**src/rtl/pipelined_control_stage_if.sv**
```systemverilog
// ID/EX control bus for pipelined_control_stage.
// The master side drives the ID-stage instruction and the EX-stage load info.
// The slave side (the control stage) returns the stall and the registered EX bundle.
interface pipelined_control_stage_if #(
  parameter int unsigned REG_AW   = 5,
  parameter int unsigned ALUCTL_W = 4
);
  logic [31:0]         instr;
  logic                instr_valid;
  logic                flush;
  logic                ex_mem_read;
  logic [REG_AW-1:0]   ex_rt;
  logic                stall;
  logic                ex_valid;
  logic                ex_MemtoReg;
  logic                ex_RegWrite;
  logic                ex_MemWrite;
  logic                ex_MemRead;
  logic                ex_ALUSrc;
  logic                ex_RegDst;
  logic                ex_Jump;
  logic                ex_ZeroExt;
  logic [1:0]          ex_Branch;
  logic [ALUCTL_W-1:0] ex_ALUControl;
  logic                ex_illegal;
  logic [1:0]          ex_md_op;
  logic [1:0]          ex_md_rd;

  modport master (
    output instr, instr_valid, flush, ex_mem_read, ex_rt,
    input  stall, ex_valid, ex_MemtoReg, ex_RegWrite, ex_MemWrite, ex_MemRead,
           ex_ALUSrc, ex_RegDst, ex_Jump, ex_ZeroExt, ex_Branch, ex_ALUControl,
           ex_illegal, ex_md_op, ex_md_rd
  );

  modport slave (
    input  instr, instr_valid, flush, ex_mem_read, ex_rt,
    output stall, ex_valid, ex_MemtoReg, ex_RegWrite, ex_MemWrite, ex_MemRead,
           ex_ALUSrc, ex_RegDst, ex_Jump, ex_ZeroExt, ex_Branch, ex_ALUControl,
           ex_illegal, ex_md_op, ex_md_rd
  );
endinterface

```
**src/rtl/pipelined_control_stage.sv**
```systemverilog
// pipelined_control_stage: MIPS ID-stage decoder with load-use hazard detection
// and a registered ID/EX control bundle (bubble on stall, cleared on flush).
// Optional multiply/divide tracking is compiled in with PIPELINED_CONTROL_MULDIV_EN.
module pipelined_control_stage #(
  parameter int unsigned REG_AW     = 5,
  parameter int unsigned ALUCTL_W   = 4,
  parameter int unsigned MD_LATENCY = 4
) (
  input  logic                    clk,
  input  logic                    reset,
  pipelined_control_stage_if.slave bus
);

  localparam logic [ALUCTL_W-1:0] ALU_AND  = ALUCTL_W'(4'b0000);
  localparam logic [ALUCTL_W-1:0] ALU_OR   = ALUCTL_W'(4'b0001);
  localparam logic [ALUCTL_W-1:0] ALU_ADD  = ALUCTL_W'(4'b0010);
  localparam logic [ALUCTL_W-1:0] ALU_SUB  = ALUCTL_W'(4'b0110);
  localparam logic [ALUCTL_W-1:0] ALU_SLT  = ALUCTL_W'(4'b0111);
  localparam logic [ALUCTL_W-1:0] ALU_NOR  = ALUCTL_W'(4'b1100);
  localparam logic [ALUCTL_W-1:0] ALU_XOR  = ALUCTL_W'(4'b1101);
  localparam logic [ALUCTL_W-1:0] ALU_NONE = ALUCTL_W'(4'b1111);

  typedef struct packed {
    logic                valid;
    logic                mem_to_reg;
    logic                reg_write;
    logic                mem_write;
    logic                mem_read;
    logic                alu_src;
    logic                reg_dst;
    logic                jump;
    logic                zero_ext;
    logic [1:0]          branch;
    logic [ALUCTL_W-1:0] alu_ctl;
    logic                illegal;
    logic [1:0]          md_op;
    logic [1:0]          md_rd;
  } ctrl_t;

  function automatic ctrl_t bubble_ctrl();
    ctrl_t c;
    c         = '0;
    c.alu_ctl = ALU_NONE;
    return c;
  endfunction

  logic [5:0]        op;
  logic [5:0]        funct;
  logic [REG_AW-1:0] rs;
  logic [REG_AW-1:0] rt;
  logic              rt_src;
  logic              hazard;
  logic              md_stall;
  logic              stall_int;
  ctrl_t             dec;
  ctrl_t             ex;
  logic              unused_fields;

  assign op            = bus.instr[31:26];
  assign funct         = bus.instr[5:0];
  assign rs            = REG_AW'(bus.instr[25:21]);
  assign rt            = REG_AW'(bus.instr[20:16]);
  assign unused_fields = ^bus.instr[15:6];

  // Combinational decode of the ID-stage instruction; invalid slots decode as a bubble.
  always_comb begin
    dec    = bubble_ctrl();
    rt_src = 1'b0;
    if (bus.instr_valid) begin
      dec.valid = 1'b1;
      case (op)
        6'h00: begin
          rt_src        = 1'b1;
          dec.reg_write = 1'b1;
          case (funct)
            6'h20, 6'h21: dec.alu_ctl = ALU_ADD;
            6'h22, 6'h23: dec.alu_ctl = ALU_SUB;
            6'h24:        dec.alu_ctl = ALU_AND;
            6'h25:        dec.alu_ctl = ALU_OR;
            6'h26:        dec.alu_ctl = ALU_XOR;
            6'h27:        dec.alu_ctl = ALU_NOR;
            6'h2a:        dec.alu_ctl = ALU_SLT;
`ifdef PIPELINED_CONTROL_MULDIV_EN
            6'h18, 6'h19: begin
              dec.reg_write = 1'b0;
              dec.md_op     = 2'b01;
            end
            6'h1a, 6'h1b: begin
              dec.reg_write = 1'b0;
              dec.md_op     = 2'b10;
            end
            6'h10:        dec.md_rd = 2'b01;
            6'h12:        dec.md_rd = 2'b10;
`endif
            default: begin
              dec.reg_write = 1'b0;
              dec.illegal   = 1'b1;
            end
          endcase
        end
        6'h04: begin
          rt_src      = 1'b1;
          dec.branch  = 2'b01;
          dec.alu_ctl = ALU_SUB;
        end
        6'h05: begin
          rt_src      = 1'b1;
          dec.branch  = 2'b10;
          dec.alu_ctl = ALU_SUB;
        end
        6'h23: begin
          dec.mem_read   = 1'b1;
          dec.mem_to_reg = 1'b1;
          dec.reg_write  = 1'b1;
          dec.alu_src    = 1'b1;
          dec.reg_dst    = 1'b1;
          dec.alu_ctl    = ALU_ADD;
        end
        6'h2b: begin
          rt_src        = 1'b1;
          dec.mem_write = 1'b1;
          dec.alu_src   = 1'b1;
          dec.alu_ctl   = ALU_ADD;
        end
        6'h08, 6'h09: begin
          dec.reg_write = 1'b1;
          dec.alu_src   = 1'b1;
          dec.reg_dst   = 1'b1;
          dec.alu_ctl   = ALU_ADD;
        end
        6'h0c, 6'h0d, 6'h0e: begin
          dec.reg_write = 1'b1;
          dec.alu_src   = 1'b1;
          dec.reg_dst   = 1'b1;
          dec.zero_ext  = 1'b1;
          dec.alu_ctl   = (op == 6'h0c) ? ALU_AND : (op == 6'h0d) ? ALU_OR : ALU_XOR;
        end
        6'h02: dec.jump = 1'b1;
        default: dec.illegal = 1'b1;
      endcase
    end
  end

  // Load-use hazard: EX load writes a register this instruction reads.
  always_comb begin
    hazard = bus.ex_mem_read && (bus.ex_rt != '0) &&
             ((bus.ex_rt == rs) || (rt_src && (bus.ex_rt == rt)));
  end

`ifdef PIPELINED_CONTROL_MULDIV_EN
  logic [3:0] md_cnt;
  logic       md_issue;

  assign md_issue = !bus.flush && !stall_int && (dec.md_op != 2'b00);

  // An mfhi/mflo may leave ID once the counter will have reached zero by the
  // time it sits in EX, hence the compare against 1 rather than 0.
  always_comb begin
    md_stall = (dec.md_rd != 2'b00) && (md_cnt > 4'd1);
  end

  // Busy counter: reload on every mult/div that actually enters EX, else count down.
  always_ff @(posedge clk) begin
    if (reset) begin
      md_cnt <= '0;
    end else if (md_issue) begin
      md_cnt <= 4'(MD_LATENCY);
    end else if (md_cnt != '0) begin
      md_cnt <= md_cnt - 4'd1;
    end
  end
`else
  always_comb begin
    md_stall = 1'b0;
  end
`endif

  // Stall request, suppressed during reset, on empty slots, and by a taken flush.
  always_comb begin
    stall_int = !reset && bus.instr_valid && !bus.flush && (hazard || md_stall);
  end

  // ID/EX register: reset, flush and stall all insert a bubble.
  always_ff @(posedge clk) begin
    if (reset || bus.flush || stall_int) begin
      ex <= bubble_ctrl();
    end else begin
      ex <= dec;
    end
  end

  assign bus.stall         = stall_int;
  assign bus.ex_valid      = ex.valid;
  assign bus.ex_MemtoReg   = ex.mem_to_reg;
  assign bus.ex_RegWrite   = ex.reg_write;
  assign bus.ex_MemWrite   = ex.mem_write;
  assign bus.ex_MemRead    = ex.mem_read;
  assign bus.ex_ALUSrc     = ex.alu_src;
  assign bus.ex_RegDst     = ex.reg_dst;
  assign bus.ex_Jump       = ex.jump;
  assign bus.ex_ZeroExt    = ex.zero_ext;
  assign bus.ex_Branch     = ex.branch;
  assign bus.ex_ALUControl = ex.alu_ctl;
  assign bus.ex_illegal    = ex.illegal;
  assign bus.ex_md_op      = ex.md_op;
  assign bus.ex_md_rd      = ex.md_rd;

endmodule

```
**src/flat_wrapper.sv**
```systemverilog
// flat-port wrapper written by rule: the top's interface ports become plain ports
module pipelined_control_stage_flat 
#(
  parameter int unsigned REG_AW     = 5,
  parameter int unsigned ALUCTL_W   = 4,
  parameter int unsigned MD_LATENCY = 4
)
  (clk, reset, bus_instr, bus_instr_valid, bus_flush, bus_ex_mem_read, bus_ex_rt, bus_stall, bus_ex_valid, bus_ex_MemtoReg, bus_ex_RegWrite, bus_ex_MemWrite, bus_ex_MemRead, bus_ex_ALUSrc, bus_ex_RegDst, bus_ex_Jump, bus_ex_ZeroExt, bus_ex_Branch, bus_ex_ALUControl, bus_ex_illegal, bus_ex_md_op, bus_ex_md_rd);
  pipelined_control_stage_if #(.REG_AW(REG_AW), .ALUCTL_W(ALUCTL_W)) bus_i ();
  input  logic clk;
  input  logic reset;
  input wire logic [$bits(bus_i.instr)-1:0] bus_instr;
  input wire logic [$bits(bus_i.instr_valid)-1:0] bus_instr_valid;
  input wire logic [$bits(bus_i.flush)-1:0] bus_flush;
  input wire logic [$bits(bus_i.ex_mem_read)-1:0] bus_ex_mem_read;
  input wire logic [$bits(bus_i.ex_rt)-1:0] bus_ex_rt;
  output wire logic [$bits(bus_i.stall)-1:0] bus_stall;
  output wire logic [$bits(bus_i.ex_valid)-1:0] bus_ex_valid;
  output wire logic [$bits(bus_i.ex_MemtoReg)-1:0] bus_ex_MemtoReg;
  output wire logic [$bits(bus_i.ex_RegWrite)-1:0] bus_ex_RegWrite;
  output wire logic [$bits(bus_i.ex_MemWrite)-1:0] bus_ex_MemWrite;
  output wire logic [$bits(bus_i.ex_MemRead)-1:0] bus_ex_MemRead;
  output wire logic [$bits(bus_i.ex_ALUSrc)-1:0] bus_ex_ALUSrc;
  output wire logic [$bits(bus_i.ex_RegDst)-1:0] bus_ex_RegDst;
  output wire logic [$bits(bus_i.ex_Jump)-1:0] bus_ex_Jump;
  output wire logic [$bits(bus_i.ex_ZeroExt)-1:0] bus_ex_ZeroExt;
  output wire logic [$bits(bus_i.ex_Branch)-1:0] bus_ex_Branch;
  output wire logic [$bits(bus_i.ex_ALUControl)-1:0] bus_ex_ALUControl;
  output wire logic [$bits(bus_i.ex_illegal)-1:0] bus_ex_illegal;
  output wire logic [$bits(bus_i.ex_md_op)-1:0] bus_ex_md_op;
  output wire logic [$bits(bus_i.ex_md_rd)-1:0] bus_ex_md_rd;
  assign bus_i.instr = bus_instr;
  assign bus_i.instr_valid = bus_instr_valid;
  assign bus_i.flush = bus_flush;
  assign bus_i.ex_mem_read = bus_ex_mem_read;
  assign bus_i.ex_rt = bus_ex_rt;
  assign bus_stall = bus_i.stall;
  assign bus_ex_valid = bus_i.ex_valid;
  assign bus_ex_MemtoReg = bus_i.ex_MemtoReg;
  assign bus_ex_RegWrite = bus_i.ex_RegWrite;
  assign bus_ex_MemWrite = bus_i.ex_MemWrite;
  assign bus_ex_MemRead = bus_i.ex_MemRead;
  assign bus_ex_ALUSrc = bus_i.ex_ALUSrc;
  assign bus_ex_RegDst = bus_i.ex_RegDst;
  assign bus_ex_Jump = bus_i.ex_Jump;
  assign bus_ex_ZeroExt = bus_i.ex_ZeroExt;
  assign bus_ex_Branch = bus_i.ex_Branch;
  assign bus_ex_ALUControl = bus_i.ex_ALUControl;
  assign bus_ex_illegal = bus_i.ex_illegal;
  assign bus_ex_md_op = bus_i.ex_md_op;
  assign bus_ex_md_rd = bus_i.ex_md_rd;
  pipelined_control_stage #(.REG_AW(REG_AW), .ALUCTL_W(ALUCTL_W), .MD_LATENCY(MD_LATENCY)) u_core (.clk(clk), .reset(reset), .bus(bus_i));
endmodule
```
**config.mk**
```make
export PLATFORM = sky130hd
export DESIGN_NAME = pipelined_control_stage_flat
export DESIGN_NICKNAME = d
export VERILOG_FILES = /design/src/rtl/pipelined_control_stage_if.sv /design/src/rtl/pipelined_control_stage.sv /design/src/flat_wrapper.sv
export SDC_FILE = /design/constraint.sdc
export NUM_CORES = 1
export LEC_CHECK = 0
export BUFFER_PORTS_ARGS = -buffer_cell sky130_fd_sc_hd__buf_2
export CAP_MARGIN = 20
export CORE_AREA = 2 2 54 56
export DETAILED_ROUTE_END_ITERATION = 10
export DIE_AREA = 0 0 56 58
export PLACE_DENSITY = 0.71
export SYNTH_ARGS = -nofsm -noshare
export SYNTH_HDL_FRONTEND = slang
export SYNTH_SLANG_ARGS = --single-unit
```
**constraint.sdc**
```tcl
create_clock -name clk -period 1.6 [get_ports clk]
set_input_delay 0.24 -clock clk [delete_from_list [all_inputs] [get_ports clk]]
set_output_delay 0.24 -clock clk [all_outputs]
set_load 0.01 [all_outputs]
```
## Word level (Yosys, flattened, before mapping)

Cells that the tools add are included.

| storage, ports and cells | value |
|---|---|
| register bits after elaboration | 15 |
| input port bits | 42 |

| operators by class | value |
|---|---|
| equal/unequal tests | 21 |
| multiplexer cells | 18 |
| bitwise logic cells | 1 |
| reductions and logical operators | 24 |

Operator list:

| kind | number |
|---|---|
| equality test 6 bit, second input constant | 11 |
| equality test 6 x 4 -> 1 bit, second input constant | 5 |
| case mux 4 bit (7 select lines) | 1 |
| 2-to-1 mux 16 bit | 1 |
| case mux 4 bit (4 select lines) | 1 |
| equality test 6 x 3 -> 1 bit, second input constant | 2 |
| equality test 5 bit | 2 |
| 2-to-1 mux 1 bit | 10 |
| OR reduction 10 bit | 1 |
| OR reduction 9 bit | 1 |
| 2-to-1 mux 4 bit | 2 |
| OR reduction 2 bit | 4 |
| OR reduction 4 bit | 2 |
| OR reduction 7 bit | 1 |
| equality test 6 x 2 -> 1 bit, second input constant | 1 |
| logical AND 1 bit | 6 |
| logical NOT 6 bit | 1 |
| OR reduction 6 bit | 1 |
| nonzero test 5 bit | 1 |
| case mux 1 bit (2 select lines) | 2 |
| case mux 2 bit (2 select lines) | 1 |
| logical OR 1 bit | 3 |
| OR reduction 3 bit | 1 |
| logical NOT 1 bit | 2 |
| inverter 1 bit | 1 |

## Longest topological paths before layout

Gate-level depths: netlist of run 1.

| depth | value |
|---|---|
| word-level depth | 10 |
| gate-level depth with buffers | 8 |

## Worst setup path after synthesis of run 1

No wires, ideal clock.

| path | value |
|---|---|
| path kind | in2reg |
| start | input port bus_ex_rt[1] |
| end | register u_core.ex, in the netlist u_core.bus.ex_ALUControl[1] |
| setup time | 0.126 ns |
| data arrival time | 1.579 ns |
| path slack | -0.105 ns |
| cell stages on the path | 7 |
| path through | or4_4 > o21ai_2 > nor4_1 > or3_1 > buf_6 > inv_6 > o211ai_1 |

| on the way | value |
|---|---|
| word-level cells in the longest chain between the ends | 7 |
| elaborated cells on any way between the ends | 10 |
| classes of those cells | eq/ne: 2; reduce/logical: 8 |

Ends and longest elaborated chain:

| element | RTL line | RTL |
|---|---|---|
| start, declared | flat_wrapper.sv:16 | `input wire logic [$bits(bus_i.ex_rt)-1:0] bus_ex_rt;` |
| equality test 5 bit | pipelined_control_stage.sv:147 | `((bus.ex_rt == rs) \|\| (rt_src && (bus.ex_rt == rt)));` |
| logical AND 1 bit | pipelined_control_stage.sv:147 |  |
| logical OR 1 bit | pipelined_control_stage.sv:147 |  |
| logical AND 1 bit (*) | pipelined_control_stage.sv:146 | `hazard = bus.ex_mem_read && (bus.ex_rt != '0) &&` |
| logical AND 1 bit (*) | pipelined_control_stage.sv:180 | `stall_int = !reset && bus.instr_valid && !bus.flush && (hazard \|\| md_stall);` |
| logical OR 1 bit (*) | pipelined_control_stage.sv:185 | `if (reset \|\| bus.flush \|\| stall_int) begin` |
| OR reduction 2 bit (no source line) (*) | - |  |
| end signal, assigned | pipelined_control_stage.sv:186 | `ex <= bubble_ctrl();` |
| end, declared | pipelined_control_stage.sv:56 | `ctrl_t ex;` |

Every way passes the cells marked *; elsewhere a longest branch is shown, timed or not.
A chain may end at the register's enable or synchronous reset.

## Final worst setup path of run 1

| path | value |
|---|---|
| start | input port bus_ex_rt[1] |
| end | output port bus_stall |

| on the way | value |
|---|---|
| word-level cells in the longest chain between the ends | 5 |
| elaborated cells on any way between the ends | 8 |
| classes of those cells | eq/ne: 2; reduce/logical: 6 |

Ends and longest elaborated chain:

| element | RTL line | RTL |
|---|---|---|
| equality test 5 bit | pipelined_control_stage.sv:147 |  |
| logical AND 1 bit | pipelined_control_stage.sv:147 |  |
| logical OR 1 bit | pipelined_control_stage.sv:147 |  |
| logical AND 1 bit (*) | pipelined_control_stage.sv:146 |  |
| logical AND 1 bit (*) | pipelined_control_stage.sv:180 |  |
| end, declared | flat_wrapper.sv:17 | `output wire logic [$bits(bus_i.stall)-1:0] bus_stall;` |

Marks and branches as above.

==> reports/qor.csv, run 1 <==
stage,metric,value,unit
routing,total wire length,2400,um
critical_path,WP data required,1.36,ns
layout,post-layout util,50.0,%
logic_synthesis,cells after synthesis,109,
logic_synthesis,cell taking the most area after synthesis,dfxtp_1,
routing,initial drt markers,21,
clocking,buffers inserted by post-CTS timing repair,0,
logic_synthesis,number of flops mapped to enable cells by yosys,0,
global_route,vias in the first global route,1069,
routing,TritonRoute pass-1 iters,4,
placement,HPWL after DPL,2070,um
die,die height,58,um
clocking,clk buf depth,2,
layout,register area,300,um2
die,die area,3250,um2
critical_path,Max Fanout on Critical Path,3,
layout,Area Growth Syn to Fin,47.2,%
sta,period utilisation layout,105,%
clocking,hold buffer count at cts,0,
clocking,root buffer cell,clkbuf_4,
layout,Nets,217,
critical_path,crit end category,primary output,
layout,layout cells sized above 1,46.0,%
logic_synthesis,most frequent cell after synthesis,dfxtp_1,
sta,Final Hold Fails,0,
layout,final instance area,1330,um2
logic_synthesis,"Distinct cells, synth",42,
clocking,number of H-tree levels,1,
critical_path,CP Cell Sequence,buf_2 > or4_4 > o21ai_4 > nor4_2 > nor2_1 > nor2_1 > buf_2,
logic_synthesis,Synth top area share,33.2,%
sta,Max Clk Rate,594,MHz
logic_synthesis,asr flop ratio synth,0,%
sta,Hold WS,0.281,ns
placement,placed cell count,201,
critical_path,critical path buffer and inverter count,2,
layout,Layout Cells excl Fill,205,
global_route,Overflow after GRT,0,
power_and_ir_drop,pwr dens,590,nW/um2
clocking,CTS sink cnt,15,
sta,RSZ-0062 raised after global routing,true,
sta,minimum clock period,1.68,ns
logic_synthesis,Mapped Area,905,um2
sta,Slew Limit Fails,0,
critical_path,Crit Path Category,in2out,
die,core region area,2660,um2
power_and_ir_drop,Pwr Total,0.785,mW
die,chip width,56,um
global_route,pin count of the biggest net entering global routing,11,
sta,final setup fails,4,
logic_synthesis,number of synthesis warnings,0,
global_route,initial antenna violation count,0,
critical_path,Crit-path slowest cell,or4_4,
placement,Area after DPL,1280,um2
critical_path,critical path's top delay family,simple AND/OR/NAND/NOR gates,
logic_synthesis,synth cell count leaders,"dfxtp_1, nor2_1, xnor2_1",
power_and_ir_drop,leak pwr,0.608,nW
sta,setup ws final,-0.0833,ns
global_route,first-pass GRT wire length,4190,um
routing,drt drc,0,
routing,post-route antenna net violation count,0,
sta,setup TNS,-0.141,ns
clocking,Inserted Clock Buffers,3,
global_route,GRT Util Overall,16.2,%
critical_path,"Largest stage delay, worst path",0.55,ns
placement,routability cong.,0.879,
critical_path,WP data arrival,1.44,ns
clocking,Worst-path clk slew,0.08,ns
flow_run,max-cap viol count,0,
worst_hold_path,worst hold path type,in2reg,
die,Top Ports,63,
logic_synthesis,Yosys reg bits,15,
layout,Antenna Cells,0,
routing,wire per inst,11.7,um
placement,Place WS,-0.326,ns
placement,# port buffers,48,
clocking,CTS tree,done,
logic_synthesis,dominant synthesized flop cell,dfxtp_1,
routing,vias,1027,
logic_synthesis,sequential share of the synthesized area,33.2,%
logic_synthesis,Synth Area per Inst,8.30,um2
critical_path,startpoint types,input pin,
die,FP Rows,19,
layout,Layout fillers,279,
die,initial core utilization,34.0,%
logic_synthesis,largest cells by area after synthesis,"dfxtp_1, xnor2_1, nor2_1",
routing,routed vias/inst,5.01,
outcome,status,finished with violations,
outcome,failing checks,negative setup slack,
power_and_ir_drop,Peak VDD IR,0.450,mV
layout,area of the multi-input gates,558,um2
layout by cell type, fill, tap and decap left out, drive strengths merged, types with 2 or more instances in the layout:
master and n:
buf 67, o211ai 2, inv 4, a21oi 2, conb 4, nor3 5
nand4 2, nand3 3, xor2 3, dfxtp 15, a31oi 3, nor2 14
clkbuf 3, nor3b 2, nand2b 5, nor4 5, nand2 5, xnor2 8
o21ai 4
logic make-up (layout without fill, tap and decap cells):
| family | after synthesis | count (layout) | share of synthesized area [%] |
|---|---|---|---|
| AO/OA/AOI/OAI | 21 | 21 | 16.9 |
| multiplexers | 1 | 1 | 1.24 |
| flip-flops | 15 | 15 | 33.2 |
| AND/OR/NAND/NOR | 47 | 47 | 28.6 |
| other | 1 | 4 | 0.415 |
| buffers and inverters | 13 | 75 | 8.99 |
| XOR/XNOR | 11 | 11 | 10.7 |
sequential cells by signal (all words and copies together) (netlist names):
name / flops
u_core.bus.ex_RegDst: 1
u_core.bus.ex_RegWrite: 1
u_core.bus.ex_ZeroExt: 1
u_core.bus.ex_valid: 1
u_core.bus.ex_ALUSrc: 1
u_core.bus.ex_Branch: 2
u_core.bus.ex_MemWrite: 1
u_core.bus.ex_MemtoReg: 1
u_core.bus.ex_illegal: 1
u_core.bus.ex_ALUControl: 4
u_core.bus.ex_Jump: 1
worst paths after layout:
| check | depth (start not counted) | from | endpoint | slack [ns] |
|---|---|---|---|---|
| worst max-delay path | 7 | bus_ex_rt[1] | bus_stall | -0.08 |
| worst min-delay path | 3 | bus_instr[30] | u_core.bus.ex_ALUControl[1] | 0.28 |
power breakdown:
group	leakage (nW)	internal, mW	switching (mW)
logic	0.468	0.102	0.104
clock network	0.0177	0.0926	0.108
registers	0.121	0.378	0.000931
layer usage:
layer  vias up  part of all wire [%]  wire [um]  GRT usage (%)
met5         -                     0          0              0
met4         0                  0.79         19           7.48
met3         4                   7.6        182           2.01
met2        51                    55       1330           33.4
met1       457                    36        866           15.7
li1        515                     -          -              -
what timing repair did:
action,4_1_cts,5_1_grt
pin swaps,0,1
setup endpoints to repair,2,11
resized for setup,4,1
worst min-delay path: cells and delay by family:
family | cells | cell delay (ns)
and+or+nand+nor | 1 | 0.06
buffers and inverters | 1 | 0.14
AOI/OAI and AO/OA | 1 | 0.08
final cells by class:
type	count	share of cell area, %
Multi-Input combinational cell	84	41.9
Timing Repair Buffer	67	29.0
Sequential cell	15	22.6
Tap cell	31	2.91
Clock buffer	3	1.69
Inverter	4	1.50
Clock inverter	1	0.376
No activity file was read; power rests on OpenSTA's default activity.
==> run 2, diff against run 1 <==
--- a/config.mk
+++ b/config.mk
@@ -11,6 +11,7 @@
 export DETAILED_ROUTE_END_ITERATION = 10
 export DIE_AREA = 0 0 56 58
 export PLACE_DENSITY = 0.71
+export REMOVE_ABC_BUFFERS = 1
 export SYNTH_ARGS = -nofsm -noshare
 export SYNTH_HDL_FRONTEND = slang
 export SYNTH_SLANG_ARGS = --single-unit
==> run 2 against run 1 <==
Compared with the run above:
- the run still ends with negative setup slack left
- sequential power is essentially flat
- via count up 0.19%
- core utilization grew 0.42 points
- sequential share of layout area down 0.19 points
- cell area is 0.85% higher
- critical path depth unchanged
- setup slack gained 0.021 ns
- global-route usage shrank 0.48 points
- clock-buffer cell count stayed put
- die area did not move
- final cell count unchanged
- largest cell class unchanged
==> reports/qor.csv, run 2 (synthesis results as in run 1) <==
stage,metric,value,unit
layout,Layout Cells excl Fill,205,
critical_path,crit end category,primary output,
die,chip width,56,um
placement,Place WS,-0.327,ns
sta,Slew Limit Fails,0,
power_and_ir_drop,leak pwr,0.621,nW
critical_path,Max Fanout on Critical Path,3,
power_and_ir_drop,Pwr Total,0.793,mW
power_and_ir_drop,Peak VDD IR,0.393,mV
clocking,number of H-tree levels,1,
critical_path,beginning of the critical path,bus_ex_rt[1],
power_and_ir_drop,Clk pwr share,25.4,%
clocking,Inserted Clock Buffers,3,
die,initial core utilization,34.0,%
die,core region area,2660,um2
layout,final instance area,1340,um2
power_and_ir_drop,Psw,0.220,mW
critical_path,"Largest stage delay, worst path",0.54,ns
placement,placed cell count,201,
power_and_ir_drop,pwr dens,591,nW/um2
sta,period utilisation layout,104,%
clocking,Worst-path clk slew,0.09,ns
layout,Nets,217,
critical_path,critical path buffer and inverter count,2,
layout,most frequent cells in the layout,"buf_2, buf_4, dfxtp_1, nor2_1, xnor2_1",
global_route,GRT Util Overall,15.7,%
power_and_ir_drop,combinational share of power,26.8,%
placement,# port buffers,48,
critical_path,critical path's top delay family,simple AND/OR/NAND/NOR gates,
layout,Antenna Cells,0,
sta,Final Hold Fails,0,
global_route,Overflow after GRT,0,
critical_path,WP data arrival,1.42,ns
critical_path,CP Cell Sequence,buf_2 > or4_4 > o21ai_4 > nor4_2 > nor2_1 > nor2_1 > buf_2,
layout,"commonest non-fill, non-tap cell in the layout",buf_2,
sta,final setup fails,5,
clocking,CTS tree,done,
die,Top Ports,63,
routing,TritonRoute pass-1 iters,5,
sta,setup ws final,-0.0626,ns
power_and_ir_drop,switching power share of the total,27.7,%
critical_path,Crit Path Category,in2out,
global_route,vias in the first global route,997,
layout,Area Growth Syn to Fin,48.4,%
routing,routed vias/inst,5.02,
sta,RSZ-0062 raised after global routing,true,
outcome,status,finished with violations,
sta,Max Clk Rate,601,MHz
clocking,hold buffer count at cts,0,
die,FP Rows,19,
placement,HPWL after DPL,2110,um
outcome,failing checks,negative setup slack,
clocking,clk buf depth,2,
flow_run,max-cap viol count,0,
critical_path,WP data required,1.36,ns
critical_path,Crit-path slowest cell,or4_4,
placement,routability cong.,0.918,
clocking,CTS sink cnt,15,
power_and_ir_drop,share of power burned in registers,47.8,%
routing,wire per inst,12.1,um
routing,drt drc,0,
sta,setup TNS,-0.129,ns
critical_path,CP Capture Point,bus_stall,
die,die height,58,um
routing,initial drt markers,29,
layout,max reg flops,4,
worst_hold_path,worst hold path type,in2reg,
sta,minimum clock period,1.66,ns
routing,post-route antenna net violation count,0,
clocking,root buffer cell,clkbuf_4,
global_route,pin count of the biggest net entering global routing,11,
power_and_ir_drop,Int Power,0.573,mW
routing,total wire length,2480,um
layout,post-layout util,50.4,%
clocking,buffers inserted by post-CTS timing repair,0,
sta,Hold WS,0.288,ns
die,die area,3250,um2
layout,layout cells sized above 1,45.4,%
routing,vias,1029,
global_route,initial antenna violation count,0,
critical_path,critical path depth,7,
placement,Area after DPL,1280,um2
global_route,first-pass GRT wire length,4080,um
critical_path,startpoint types,input pin,
[run 2: cell counts in the layout (fill, tap and decap cells not counted)]
Identical to the previous run, type by type.
[run 2: worst min path at each step]
| stage | from | cells past startpoint | endpoint | slack [ns] |
|---|---|---|---|---|
| after global placement | bus_instr[30] | 3 | u_core.bus.ex_ALUControl[1] | 0.54 |
| after CTS | bus_instr[30] | 2 | u_core.bus.ex_illegal | 0.28 |
| after detailed placement | bus_instr[30] | 2 | u_core.bus.ex_illegal | 0.57 |
| after floorplan | bus_instr[26] | 1 | u_core.bus.ex_Branch[0] | 0.31 |
| final | bus_instr[30] | 2 | u_core.bus.ex_illegal | 0.29 |
| after global routing | bus_instr[30] | 2 | u_core.bus.ex_illegal | 0.29 |
[run 2: power by group through the flow]
stage	combinational [mW]	sequential, mW	clock (mW)
6_report	0.213	0.379	0.202
5_1_grt	0.231	0.379	0.228
4_1_cts	0.208	0.379	0.207
3_5_place_dp	0.202	0.388	0
3_3_place_gp	0.195	0.387	0
2_1_floorplan	0.0815	0.390	0
[run 2: area by class of cell]
| cell class | instances | area (um2) |
|---|---|---|
| Clock buffer | 3 | 22.5 |
| Clock inverter | 1 | 5.00 |
| Fill cell | 260 | 1320 |
| Inverter | 4 | 20.0 |
| Multi-Input combinational cell | 84 | 569 |
| Sequential cell | 15 | 300 |
| Tap cell | 31 | 38.8 |
| Timing Repair Buffer | 67 | 387 |
[run 2: metal layers]
layer	vias up	global-route usage, %	part of all wire (%)
li1	509	-	-
met1	473	17.9	38
met2	45	30.3	53
met3	2	2.01	7.9
met4	0	5.10	0.57
met5	-	0	0
[run 2: what timing repair did]
| action | 4_1_cts | 5_1_grt |
|---|---|---|
| resized for setup | 4 | 2 |
| cloned | 0 | 0 |
| endpoints found under the setup margin | 3 | 6 |
| pin swaps | 1 | 0 |
==> run 3, diff against run 2 <==
--- a/config.mk
+++ b/config.mk
@@ -5,12 +5,13 @@
 export SDC_FILE = /design/constraint.sdc
 export NUM_CORES = 1
 export LEC_CHECK = 0
+export ABC_AREA = 1
 export BUFFER_PORTS_ARGS = -buffer_cell sky130_fd_sc_hd__buf_2
 export CAP_MARGIN = 20
-export CORE_AREA = 2 2 54 56
+export CORE_AREA = 2 2 76 42
 export DETAILED_ROUTE_END_ITERATION = 10
-export DIE_AREA = 0 0 56 58
-export PLACE_DENSITY = 0.71
+export DIE_AREA = 0 0 78 44
+export PLACE_DENSITY = 0.73
 export REMOVE_ABC_BUFFERS = 1
 export SYNTH_ARGS = -nofsm -noshare
 export SYNTH_HDL_FRONTEND = slang
==> run 3 against run 2 <==
Compared with the run above:
- the run now ends clean
- cell area down 1.8%
- core utilization down 3.4 points
- fmax up 14%
- critical path depth up 2
- hold slack better by 0.042 ns
- clock-buffer cell count unchanged
- sequential cell count unchanged
- synthesized area up 10%
- sequential share of layout area up 0.40 points
- global-route usage down 1.0 points
- combinational power down 19%
==> reports/qor.csv, run 3 <==
stage,metric,value,unit
outcome,status,"complete, no violations",
global_route,pin count of the biggest net entering global routing,12,
logic_synthesis,"Distinct cells, synth",22,
clocking,CTS tree,done,
clocking,root buffer cell,clkbuf_8,
logic_synthesis,Synth Area per Inst,6.48,um2
layout,max reg flops,4,
critical_path,WP data arrival,1.22,ns
worst_hold_path,worst hold path type,in2reg,
critical_path,critical path's top delay family,simple AND/OR/NAND/NOR gates,
clocking,hold buffer count at cts,0,
critical_path,Crit Path Category,in2out,
routing,post-route antenna net violation count,0,
routing,vias,1060,
routing,initial drt markers,57,
layout,Area Growth Syn to Fin,32.1,%
logic_synthesis,compound-cell area share of the yosys netlist,3.76,%
routing,total wire length,2360,um
logic_synthesis,dominant synthesized flop cell,dfxtp_1,
critical_path,WP data required,1.36,ns
logic_synthesis,largest family of logic cells by synthesized area,simple AND/OR/NAND/NOR gates,
sta,Slew Limit Fails,0,
global_route,Overflow after GRT,0,
logic_synthesis,Adder-Cell Fraction of Synth Area,0,%
layout,area of the multi-input gates,554,um2
placement,# port buffers,48,
logic_synthesis,sequential share of the synthesized area,30.1,%
die,die area,3430,um2
logic_synthesis,Yosys reg bits,15,
logic_synthesis,most frequent cell after synthesis,nand2_1,
critical_path,Max Fanout on Critical Path,6,
global_route,first-pass GRT wire length,3840,um
sta,final setup fails,0,
clocking,Inserted Clock Buffers,3,
critical_path,CP Cell Sequence,buf_2 > nor2_4 > nand3_2 > nand3_2 > nand3_2 > nand2_2 > nand2_4 > nor2_1 > buf_2,
routing,routed vias/inst,4.31,
layout,register area,300,um2
placement,routability cong.,0.864,
clocking,number of H-tree levels,1,
layout,layout cells sized above 1,37.4,%
logic_synthesis,number of flops mapped to enable cells by yosys,0,
die,die height,44,um
logic_synthesis,number of synthesis warnings,0,
routing,wire per inst,9.61,um
sta,period utilisation layout,91.5,%
die,FP Rows,14,
die,initial core utilization,35.6,%
logic_synthesis,largest cells by area after synthesis,"dfxtp_1, nand2_1, inv_1",
critical_path,CP dominant cell by count,nand3_2,
logic_synthesis,Post-Synth XOR/XNOR Area,3.51,%
layout,Layout fillers,304,
sta,RSZ-0062 raised after global routing,false,
critical_path,startpoint types,input pin,
critical_path,critical path buffer and inverter count,2,
global_route,GRT Util Overall,14.6,%
layout,Nets,249,
clocking,CTS sink cnt,15,
power_and_ir_drop,leak pwr,0.764,nW
sta,minimum clock period,1.46,ns
placement,HPWL after DPL,2030,um
die,core region area,2800,um2
global_route,initial antenna violation count,0,
critical_path,"Largest stage delay, worst path",0.17,ns
layout,Antenna Cells,0,
power_and_ir_drop,pwr dens,651,nW/um2
logic_synthesis,mux contribution to synthesized area,0,%
critical_path,Crit-path slowest cell,nor2_4,
logic_synthesis,asr flop ratio synth,0,%
routing,TritonRoute pass-1 iters,4,
logic_synthesis,synth cell count leaders,"nand2_1, inv_1, nor2_1",
sta,Final Hold Fails,0,
sta,setup TNS,0,ns
logic_synthesis,cells after synthesis,154,
clocking,Worst-path clk slew,0.06,ns
logic_synthesis,Mapped Area,998,um2
logic_synthesis,Synth Area in Simple Gates,46.5,%
layout,post-layout util,47.1,%
power_and_ir_drop,Peak VDD IR,0.366,mV
logic_synthesis,cell taking the most area after synthesis,dfxtp_1,
die,chip width,78,um
routing,drt drc,0,
die,Top Ports,63,
layout,most frequent cells in the layout,"buf_2, nand2_1, inv_1, nor2_1, nand3_1",
global_route,vias in the first global route,863,
layout,"commonest non-fill, non-tap cell in the layout",buf_2,
power_and_ir_drop,Pwr Total,0.858,mW
flow_run,max-cap viol count,0,
logic_synthesis,Synth top area share,30.1,%
sta,Max Clk Rate,683,MHz
critical_path,crit end category,primary output,
clocking,clk buf depth,2,
[run 3: layout make-up]
type                       count  area share, %
clock buffer                   3           3.13
clock inverter                 1          0.380
inverter                      28           7.97
multi-input combinational    108           42.0
sequential                    15           22.8
tap                           40           3.80
timing repair buffer          51           19.9
[run 3: report_power, final]
part           total (mW)  switching (mW)  internal [mW]  leakage [nW]
registers           0.379        0.000960          0.378         0.121
clock network       0.307           0.135          0.172        0.0255
logic               0.172           0.103         0.0687         0.618
total               0.858           0.239          0.619         0.764
[run 3: through the flow]
step	hold WS (ns)	area (um2)	cells	setup slack [ns]
6_report	0.331	1320	246	0.137
5_1_grt	0.358	1320	246	0.0239
4_1_cts	0.323	1310	245	0.0697
3_5_place_dp	0.589	1260	241	0.0652
3_3_place_gp	0.577	1260	241	0.0889
2_1_floorplan	0.428	957	151	0.307
[run 3: path summary, 6_finish.rpt]
path | from | endpoint | slack, ns | cells past startpoint
setup / recovery | bus_instr[31] | bus_stall | 0.14 | 9
hold / removal | bus_instr[29] | u_core.bus.ex_Branch[1] | 0.33 | 4
[run 3: cell families after synthesis]
logic type / after synthesis
AOI/OAI and AO/OA: 7
xor gates and xnor gates: 4
buffers and inverters: 34
DFF: 15
other: 1
and+or+nand+nor: 93
[run 3: routing by layer]
| metal | wire, um | GRT usage [%] | part of all wire, % |
|---|---|---|---|
| met1 | 1160 | 22.5 | 49 |
| met2 | 944 | 19.5 | 40 |
| met3 | 252 | 4.58 | 11 |
| met4 | 8 | 3.51 | 0.34 |
| met5 | 0 | 0 | 0 |
[run 3: repair_timing]
item	in CTS	in global routing
endpoints found under the setup margin	0	1
gates resized for setup	0	1
buffers inserted	0	1
